--- src/rtl/regfile_writeback.sv ---
// Write-side initiator for the register file: merges single-cycle ALU results
// with FIFO-buffered load results into one registered write port, plus forwarding.
module regfile_writeback #(
  parameter int DATA_WIDTH  = 16,
  parameter int INDEX_WIDTH = 5,
  parameter int DEPTH       = 4
) (
  input  logic                           clk,
  input  logic                           reset,
  input  logic                           alu_valid,
  input  logic [INDEX_WIDTH-1:0]         alu_index,
  input  logic [DATA_WIDTH-1:0]          alu_data,
  input  logic                           load_valid,
  output logic                           load_ready,
  input  logic [INDEX_WIDTH-1:0]         load_index,
  input  logic [DATA_WIDTH-1:0]          load_data,
  input  logic [INDEX_WIDTH-1:0]         rd_index_1,
  input  logic [INDEX_WIDTH-1:0]         rd_index_2,
  output logic                           fwd_hit_1,
  output logic [DATA_WIDTH-1:0]          fwd_data_1,
  output logic                           fwd_hit_2,
  output logic [DATA_WIDTH-1:0]          fwd_data_2,
  output logic                           write_enable,
  output logic [INDEX_WIDTH-1:0]         write_index,
  output logic [DATA_WIDTH-1:0]          write_data,
  output logic [$clog2(DEPTH+1)-1:0]     pending_count
);

  localparam int PW = $clog2(DEPTH);
  localparam int CW = $clog2(DEPTH + 1);

  logic [DEPTH-1:0]       ent_valid_q, ent_valid_d;
  logic [INDEX_WIDTH-1:0] ent_index_q [DEPTH];
  logic [INDEX_WIDTH-1:0] ent_index_d [DEPTH];
  logic [DATA_WIDTH-1:0]  ent_data_q  [DEPTH];
  logic [DATA_WIDTH-1:0]  ent_data_d  [DEPTH];
  logic [PW-1:0]          head_q, head_d, tail_q, tail_d;
  logic [CW-1:0]          count_q, count_d;
  logic                   we_q, we_d;
  logic [INDEX_WIDTH-1:0] wi_q, wi_d;
  logic [DATA_WIDTH-1:0]  wd_q, wd_d;
  logic                   push, pop;

  assign load_ready    = !reset && (count_q < CW'(DEPTH));
  assign push          = load_valid && load_ready;
  assign pop           = !alu_valid && (count_q != '0);
  assign write_enable  = we_q;
  assign write_index   = wi_q;
  assign write_data    = wd_q;
  assign pending_count = count_q;

  always_comb begin
    ent_valid_d = ent_valid_q;
    ent_index_d = ent_index_q;
    ent_data_d  = ent_data_q;
    head_d      = head_q;
    tail_d      = tail_q;
    we_d        = 1'b0;
    wi_d        = wi_q;
    wd_d        = wd_q;

    if (alu_valid) begin
      // The ALU result is younger than every queued load, so matching loads must not land.
      for (int i = 0; i < DEPTH; i++) begin
        if (ent_index_q[i] == alu_index) ent_valid_d[i] = 1'b0;
      end
      we_d = 1'b1;
      wi_d = alu_index;
      wd_d = alu_data;
    end else if (pop) begin
      we_d                = ent_valid_q[head_q];
      wi_d                = ent_index_q[head_q];
      wd_d                = ent_data_q[head_q];
      ent_valid_d[head_q] = 1'b0;
      head_d              = head_q + PW'(1);
    end

    // Tail slot is free whenever push is allowed, so this never collides with the squash.
    if (push) begin
      ent_valid_d[tail_q] = 1'b1;
      ent_index_d[tail_q] = load_index;
      ent_data_d[tail_q]  = load_data;
      tail_d              = tail_q + PW'(1);
    end

    case ({push, pop})
      2'b10:   count_d = count_q + CW'(1);
      2'b01:   count_d = count_q - CW'(1);
      default: count_d = count_q;
    endcase
  end

  always_ff @(posedge clk) begin
    if (reset) begin
      ent_valid_q <= '0;
      ent_index_q <= '{default: '0};
      ent_data_q  <= '{default: '0};
      head_q      <= '0;
      tail_q      <= '0;
      count_q     <= '0;
      we_q        <= 1'b0;
      wi_q        <= '0;
      wd_q        <= '0;
    end else begin
      ent_valid_q <= ent_valid_d;
      ent_index_q <= ent_index_d;
      ent_data_q  <= ent_data_d;
      head_q      <= head_d;
      tail_q      <= tail_d;
      count_q     <= count_d;
      we_q        <= we_d;
      wi_q        <= wi_d;
      wd_q        <= wd_d;
    end
  end

  // Returns {hit, data}; later assignments override earlier ones to express priority.
  function automatic logic [DATA_WIDTH:0] lookup(input logic [INDEX_WIDTH-1:0] rd);
    logic [DATA_WIDTH:0] r;
    logic [PW-1:0]       pos;
    r = '0;
    if (we_q && wi_q == rd) r = {1'b1, wd_q};
    for (int i = 0; i < DEPTH; i++) begin
      pos = head_q + PW'(i);
      if (CW'(i) < count_q && ent_valid_q[pos] && ent_index_q[pos] == rd)
        r = {1'b1, ent_data_q[pos]};
    end
    if (alu_valid && alu_index == rd) r = {1'b1, alu_data};
    return r;
  endfunction

  always_comb begin
    {fwd_hit_1, fwd_data_1} = lookup(rd_index_1);
    {fwd_hit_2, fwd_data_2} = lookup(rd_index_2);
  end

endmodule
--- config.mk ---
export PLATFORM = sky130hd
export DESIGN_NAME = regfile_writeback
export DESIGN_NICKNAME = d
export VERILOG_FILES = /design/src/rtl/regfile_writeback.sv
export SDC_FILE = /design/constraint.sdc
export NUM_CORES = 1
export LEC_CHECK = 0
export CAP_MARGIN = 40
export CORE_MARGIN = 1.5
export CORE_UTILIZATION = 32
export DETAILED_ROUTE_END_ITERATION = 16
export HOLD_SLACK_MARGIN = 0.1
export PLACE_DENSITY = 0.61
export SYNTH_ARGS = -nofsm -noshare
export SYNTH_HDL_FRONTEND = slang
export SYNTH_SLANG_ARGS = --single-unit
--- constraint.sdc ---
create_clock -name clk -period 8.4 [get_ports clk]
set_input_delay 1.26 -clock clk [delete_from_list [all_inputs] [get_ports clk]]
set_output_delay 1.26 -clock clk [all_outputs]
set_load 0.01 [all_outputs]
==> reports/results.env, run 1 <==
POSTSYNTHAREAPERCELL_SQ_UM=8.59
TIMING.RR.START='pending_count[0]'
TIMING.FINAL.MAX_SLEW_VIOLATIONS=0
HOLD_PATH.CLASS='reg2reg'
GRT_ANTENNA_BEFORE_REPAIR=6
ROUTE.VIAS.TOTAL=9100
CTS_HOLD_BUFFERS=0
WORST_SETUP_PATH_START_KIND='flop'
SLEW_HEADROOM=0.436
CTS_MAX_LEVEL=4
DESIGN.DIE.AREA_SQ_UM=31200
SEQUENTIALPOWERSHARE=0.318
AVGROUTEDWIREPERCELL_UM=20.5
SYNTH_CELLS=1123
CRITICAL_HOLD_PATH_STARTPOINT='ent_data_q[17]'
CELLPOWERDENSITY_nW_PER_UM2=186
FINAL.MIN_CLOCK_PERIOD_PS=6670
SYNTH-EDFF-COUNT=0
NETLIST_AREA_SQ_UM=9650
MAX_FREQ_MHz=150
FIN_WS_PS=1730
DP.CELLS=1538
FINAL_CELL_MIX='sky130_fd_sc_hd__nand2_1 (205), sky130_fd_sc_hd__a21oi_1 (119), sky130_fd_sc_hd__dfxtp_1 (115), sky130_fd_sc_hd__clkdlybuf4s50_1 (113), sky130_fd_sc_hd__mux4_2 (88)'
SYNTH-ASYNC-RESET-RATIO=0
P_LEAK_nW=3.90
WORSTHOLDPATHCELLS=2
FINAL_HOLD_VIOL_COUNT=0
PLACE.PORT_BUFFERS=115
POSTSYNTHREGISTERBITS=117
FILL_CELLS=2975
WORST-SLEW-PIN-TRANSITION_PS=846
CRITICAL_PATH_RT_PS=7140
CP-STARTPOINT='head_q[0]'
MULTI_INPUT_COMB_AREA_SQ_UM=6770
LAYOUT_NETS=1236
RSZ0062_AT_GRT='no'
R2R_SETUP_SLACK_PS=5500
YOSYS-MUX-AREA-FRACTION=0.236
P_SWITCHING_uW=771
CLASSIFICATION_OF_THE_WORST_SETUP_PATH='reg2out'
CTS_BUFFER_DEPTH=2
CLOCK_SINKS=117
FLOORPLAN.CORE_AREA_SQ_UM=29600
CRIT_PATH_END_KIND='output port'
DETAIL_ROUTE.FIRST_PASS.ITERATIONS=6
VIOLATION_COUNT_AFTER_THE_FIRST_DETAILED_ROUTE_ITERATION=1107
GRT_FIRST_PASS_WIRELENGTH_UM=50700
FLOORPLAN.DIE.HEIGHT_UM=177
MAPPEDNETLISTNETS=1192
DRIVE_ABOVE_1_SHARE=0.145
WORSTSKEWPAIRLATENCY_PS=430
SYNTHXORXNORAREAFRAC=0.0794
CLOCK_TREE_FROM_TRITONCTS='yes'
WORST_EP_ARRIVAL_TIME_PS=5410
POWER.SHARE.COMBINATIONAL=0.347
SETUP_VIOL_COUNT_FINAL=0
YS_DOMINANT_REG_CELL='sky130_fd_sc_hd__dfxtp_1'
POWER.TOTAL_mW=2.17
CTS_MADE_BUFFERS=17
FINAL_CORE_UTILIZATION=0.393
DOMINANT_COMBINATIONAL_CELL_FAMILY_BY_AREA_AFTER_SYNTHESIS='multiplexers'
GLOBAL_ROUTE.OVERFLOW_TOTAL=0
POST_CTS_RESIZED=0
POST-ROUTE-DRC-COUNT=0
POWER.INTERNAL_mW=1.40
CLK_PIN_SLEW_WORST_PATHS_PS=60
AREA.SEQUENTIAL_SQ_UM=2350
SYNTHESIS.YOSYS.WARNINGS=0
LAYOUT_COMMONEST_CELL='sky130_fd_sc_hd__nand2_1'
POST-CTS-SETUP-BUFFERS=0
STARTING_UTILIZATION_OF_THE_CORE_AREA=0.326
DIEWIDTH_UM=177
MIN_PERIOD_OVER_PERIOD=0.794
FINAL_CELL_COUNT_NO_FILL=1571
VIAS_PER_CELL=5.79
SYNTHSIMPLEGATEAREAFRAC=0.207
PLACE.DETAILED.HPWL_UM=23600
LARGEST_NET_DEGREE_AT_THE_START_OF_GLOBAL_ROUTING=75
CRITICAL_PATH_PEAK_FANOUT=45
HOLD_END='ent_data_q[17]'
SYNTH-ADDER-AREA-SHARE=0.0169
POST-PLACE-WS_PS=2200
AREA_GROW_SYN2LAYOUT_PCT=20.7
NUMBER_OF_GLOBAL_ROUTE_VIAS_BEFORE_REPAIR=8553
SYNTH_COMPOUND_AREA_FRAC=0.162
CRIT-REG2REG-CAPTURE='pending_count[2]'
GP_CONGESTION=0.899
TOTAL_WIRELENGTH_OF_THE_DETAILED_ROUTED_DESIGN_UM=32200
POWER_SWITCHING_SHARE=0.356
ROWS=63
MAX_CAPACITANCE_VIOLATION_TOTAL=0
POWER.CLOCK.FRACTION=0.335
CLOCKROOTBUFFER='sky130_fd_sc_hd__clkbuf_16'
GRT_USAGE=0.210
IO-PIN-COUNT=116
WORST-R2R-CELL-COUNT=8
POSTROUTEANTENNANETS=0
SYNTH.DISTINCT_CELLS=53
FINALCLOCKSKEW_PS=9.50
FIN_SETUP_TNS_PS=0
RUN_STATUS='finished clean'
MAX-VDD-IR-DROP_V=0.000112
SYNTH-SEQ-AREA-SHARE=0.243
## critical path, cell delays in order (launching register included)
cell and delay, ps:
sky130_fd_sc_hd__dfxtp_4 810, sky130_fd_sc_hd__inv_1 220, sky130_fd_sc_hd__ha_2 940, sky130_fd_sc_hd__mux4_2 590
sky130_fd_sc_hd__o21a_1 170, sky130_fd_sc_hd__nand3_1 500, sky130_fd_sc_hd__or2_1 670, sky130_fd_sc_hd__nand4_1 250
sky130_fd_sc_hd__a32o_1 330, sky130_fd_sc_hd__clkdlybuf4s50_1 480
## how the worst max path moves through the flow
stage,depth (start not counted),end
after global placement,9,fwd_data_2[1]
final,9,fwd_data_1[4]
after CTS,9,fwd_data_1[4]
after global routing,9,fwd_data_1[15]
after floorplan,18,fwd_data_1[10]
after detailed placement,9,fwd_data_1[4]
## layout make-up
cell class | count | share of cell area
diodes | 2 | 0.000430
clock buffers | 21 | 0.0414
clock inverters | 10 | 0.00827
inverters | 9 | 0.00290
multi-input cells | 886 | 0.581
flip-flops and latches | 117 | 0.202
well taps | 390 | 0.0419
repair buffers | 136 | 0.123
## stage by stage
step,instance area [sq um],hold slack [ps]
4_1_cts,11600,495
3_3_place_gp,10800,475
2_1_floorplan,9650,463
5_1_grt,11600,521
3_5_place_dp,11100,487
6_report,11600,494
## metal layers
layer,wire (um),track usage,vias to the layer above
li1,-,-,4212
met1,14800,0.307,4413
met2,14000,0.306,426
met3,2970,0.0503,41
met4,382,0.0583,8
met5,55,0,-
## cells by family (layout without fill, tap and decap cells)
kind of cell	count (synthesis)	after routing
and+or+nand+nor	429	429
AOI/OAI and AO/OA	243	243
buffers and inverters	120	176
muxes	117	117
DFF	117	117
xor gates and xnor gates	84	84
adders and majority gates	13	13
other	0	2
## synthesized netlist by cell type (2+ instances only)
cell type | instances | area, sq um
sky130_fd_sc_hd__xnor2_1 | 34 | 298
sky130_fd_sc_hd__clkbuf_1 | 70 | 263
sky130_fd_sc_hd__nor2_2 | 4 | 25.0
sky130_fd_sc_hd__mux2i_1 | 28 | 280
sky130_fd_sc_hd__o211ai_1 | 16 | 120
sky130_fd_sc_hd__o21ai_0 | 17 | 85.1
sky130_fd_sc_hd__or2_1 | 3 | 18.8
sky130_fd_sc_hd__o211a_1 | 7 | 70.1
sky130_fd_sc_hd__a21boi_0 | 9 | 67.6
sky130_fd_sc_hd__ha_1 | 13 | 163
sky130_fd_sc_hd__xor2_1 | 46 | 403
sky130_fd_sc_hd__buf_1 | 6 | 22.5
sky130_fd_sc_hd__buf_4 | 5 | 37.5
sky130_fd_sc_hd__or3_1 | 2 | 12.5
sky130_fd_sc_hd__nand3_1 | 23 | 115
sky130_fd_sc_hd__nand4_1 | 20 | 125
sky130_fd_sc_hd__nand2_1 | 205 | 769
sky130_fd_sc_hd__nand2b_1 | 17 | 106
sky130_fd_sc_hd__xnor2_2 | 4 | 65.1
sky130_fd_sc_hd__buf_6 | 4 | 45.0
sky130_fd_sc_hd__inv_1 | 9 | 33.8
sky130_fd_sc_hd__buf_2 | 23 | 115
sky130_fd_sc_hd__nor4_1 | 26 | 163
sky130_fd_sc_hd__nor2_1 | 84 | 315
sky130_fd_sc_hd__a32o_1 | 16 | 160
sky130_fd_sc_hd__and2_1 | 3 | 18.8
sky130_fd_sc_hd__and3_1 | 24 | 150
sky130_fd_sc_hd__a21o_1 | 2 | 15.0
sky130_fd_sc_hd__a31oi_1 | 17 | 106
sky130_fd_sc_hd__dfxtp_1 | 117 | 2340
sky130_fd_sc_hd__a21oi_1 | 119 | 596
sky130_fd_sc_hd__a221o_1 | 16 | 160
sky130_fd_sc_hd__clkbuf_2 | 2 | 10.0
sky130_fd_sc_hd__nand3_2 | 9 | 90.1
sky130_fd_sc_hd__or2_2 | 2 | 12.5
sky130_fd_sc_hd__mux4_2 | 88 | 1980
sky130_fd_sc_hd__o31ai_1 | 17 | 128
## state kept, by name (all words and copies together), names as in the netlist
signal and cells:
write_data 16, head_q 2, write_enable 1, pending_count 3, write_index 5, ent_valid_q 4
ent_data_q 64, tail_q 2, ent_index_q 20
## power by group through the flow
stage / clock [mW] / sequential (mW) / combinational [mW]
after floorplan: 0 / 0.642 / 0.619
after global routing: 0.758 / 0.704 / 0.813
final: 0.725 / 0.689 / 0.752
after detailed placement: 0 / 0.702 / 0.755
after global placement: 0 / 0.699 / 0.734
after CTS: 0.734 / 0.690 / 0.756
No activity file was read; power rests on OpenSTA's default activity.
==> inputs of run 2 (changes only) <==
==> constraint.sdc (replaced) <==
create_clock -name clk -period 6.4 [get_ports clk]
set_input_delay 0.96 -clock clk [delete_from_list [all_inputs] [get_ports clk]]
set_output_delay 0.96 -clock clk [all_outputs]
set_load 0.01 [all_outputs]
==> run 2 against run 1 <==
Design area about the same. Hold slack is essentially flat. First-iteration DRC count shrank 3.1%. Setup slack lost 1100 ps. Global-route usage down 0.28 points. Non-clock buffer count up 1. Count of clock-buffer cells in the layout unchanged. Power is 35% higher. Cell count is essentially flat. Register-to-register slack worse by 2000 ps.
==> reports/results.env, run 2 (same netlist as run 1, synthesis figures left out) <==
FLOORPLAN.DIE.HEIGHT_UM=177
CELLPOWERDENSITY_nW_PER_UM2=250
R2R_SETUP_SLACK_PS=3540
AREA_GROW_SYN2LAYOUT_PCT=20.6
POST_CTS_RESIZED=0
CLK_PIN_SLEW_WORST_PATHS_PS=60
P_LEAK_nW=3.91
POST-ROUTE-DRC-COUNT=0
PATH_CELLS='inv_1 > ha_2 > buf_4 > mux4_2 > and2_1 > nand2_1 > nor2_2 > buf_4 > nor3_4 > o21ai_0 > a32o_1 > clkdlybuf4s50_1'
LAYOUT_NETS=1237
MULTI_INPUT_COMB_AREA_SQ_UM=6770
WORSTSKEWPAIRLATENCY_PS=440
POST-CTS-SETUP-BUFFERS=0
PLACE.DETAILED.HPWL_UM=23700
VIAS_PER_CELL=5.75
CRIT_PATH_END_KIND='output port'
CLOCK_SINKS=117
CLOCKROOTBUFFER='sky130_fd_sc_hd__clkbuf_16'
TIMING.FINAL.MAX_SLEW_VIOLATIONS=0
VIOLATION_COUNT_AFTER_THE_FIRST_DETAILED_ROUTE_ITERATION=1073
CTS_MAX_LEVEL=4
CRIT_PATH_TOP_DELAY_CELL='sky130_fd_sc_hd__dfxtp_4'
WORST_EP_ARRIVAL_TIME_PS=4850
CP.BUFFERS_INVERTERS=4
CTS_BUFFER_DEPTH=2
LARGEST_NET_DEGREE_AT_THE_START_OF_GLOBAL_ROUTING=68
RSZ0062_AT_GRT='no'
AREA.SEQUENTIAL_SQ_UM=2350
SETUP_VIOL_COUNT_FINAL=0
WORST_PATH_LARGEST_CELL_DELAY_PS=670
LAYOUT_COMMONEST_CELL='sky130_fd_sc_hd__nand2_1'
WORST-SLEW-PIN-TRANSITION_PS=861
FILL_CELLS=2984
FINAL_HOLD_VIOL_COUNT=0
IO-PIN-COUNT=116
WORST_PATH_DOMINANT_CELL_FAMILY='buffers and inverters'
CTS_MADE_BUFFERS=17
FINAL_CORE_UTILIZATION=0.393
FLOORPLAN.CORE_AREA_SQ_UM=29600
MAX_FREQ_MHz=172
CRITICAL_PATH_RT_PS=5440
CTS_HOLD_BUFFERS=0
ROWS=63
CLASSIFICATION_OF_THE_WORST_SETUP_PATH='reg2out'
PLACE.PORT_BUFFERS=115
DRIVE_ABOVE_1_SHARE=0.146
GRT_FIRST_PASS_WIRELENGTH_UM=50200
MAX_CAPACITANCE_VIOLATION_TOTAL=0
STARTING_UTILIZATION_OF_THE_CORE_AREA=0.326
MIN_PERIOD_OVER_PERIOD=0.908
DIEWIDTH_UM=177
WHS_PS=494
MAX-VDD-IR-DROP_V=0.000157
FINAL_CELL_MIX='sky130_fd_sc_hd__nand2_1 (205), sky130_fd_sc_hd__a21oi_1 (119), sky130_fd_sc_hd__dfxtp_1 (115), sky130_fd_sc_hd__clkdlybuf4s50_1 (113), sky130_fd_sc_hd__mux4_2 (88)'
DETAIL_ROUTE.FIRST_PASS.ITERATIONS=5
FINALCLOCKSKEW_PS=9.01
POSTROUTEANTENNANETS=0
GLOBAL_ROUTE.OVERFLOW_TOTAL=0
CRITICAL_PATH_PEAK_FANOUT=34
GP_CONGESTION=0.934
REGISTER_WITH_THE_HIGHEST_FLOP_COUNT='ent_data_q'
WORST_SETUP_PATH_START_KIND='flop'
RUN_STATUS='finished clean'
AVGROUTEDWIREPERCELL_UM=20.3
LARGEST_REG_FLOPS=64
FINAL.MIN_CLOCK_PERIOD_PS=5810
DESIGN.DIE.AREA_SQ_UM=31200
GRT_ANTENNA_BEFORE_REPAIR=2
GRT_USAGE=0.207
TIMING.CRITICAL_PATH.MODE_CELL='sky130_fd_sc_hd__buf_4'
HOLD_PATH.CLASS='reg2reg'
FIN_SETUP_TNS_PS=0
CLOCK_TREE_FROM_TRITONCTS='yes'
SLEW_HEADROOM=0.426
ROUTE.VIAS.TOTAL=9043
TOTAL_WIRELENGTH_OF_THE_DETAILED_ROUTED_DESIGN_UM=31900
NUMBER_OF_GLOBAL_ROUTE_VIAS_BEFORE_REPAIR=8438
[run 2: per-layer routing]
layer,share of wire,GRT usage,up-vias
li1,-,-,4204
met1,0.47,0.308,4367
met2,0.42,0.295,422
met3,0.087,0.0485,48
met4,0.019,0.0590,2
met5,0.00035,0,-
[run 2: worst register-to-register path: stages, from the launching register on]
cell and delay, ps:
sky130_fd_sc_hd__dfxtp_1 530, sky130_fd_sc_hd__inv_1 120, sky130_fd_sc_hd__ha_1 210, sky130_fd_sc_hd__nand2b_1 80
sky130_fd_sc_hd__buf_4 360, sky130_fd_sc_hd__nor2b_1 570, sky130_fd_sc_hd__ha_1 400, sky130_fd_sc_hd__or3_1 380
sky130_fd_sc_hd__a21oi_1 130
[run 2: metrics by stage]
step | area [sq um] | power [mW] | setup WS [ps] | instances
global route | 11600 | 3.06 | 285 | 1571
global placement | 10900 | 1.86 | 1130 | 1531
floorplan | 9650 | 1.66 | 1450 | 1123
detailed placement | 11000 | 1.90 | 1080 | 1539
finish | 11600 | 2.91 | 586 | 1572
CTS | 11600 | 2.93 | 612 | 1571
[run 2: area by class of cell]
type,instances,share of cell area
antenna,1,0.000215
clock buffer,21,0.0405
clock inverter,11,0.0127
inverter,9,0.00290
multi-input combinational,886,0.582
sequential,117,0.202
tap,390,0.0419
timing repair buffer,137,0.118
[run 2: power breakdown]
| part | switching (mW) | internal [mW] |
|---|---|---|
| Combinational | 0.520 | 0.485 |
| Clock | 0.378 | 0.646 |
| Sequential | 0.108 | 0.777 |
[run 2: final timing paths]
| kind | startpoint | endpoint | depth (start not counted) |
|---|---|---|---|
| worst max-delay path | head_q[0] | fwd_data_1[9] | 12 |
| worst min-delay path | ent_data_q[26] | ent_data_q[26] | 2 |
| worst max register to register | pending_count[0] | pending_count[2] | 8 |
| worst min register to register | ent_data_q[26] | ent_data_q[26] | 2 |
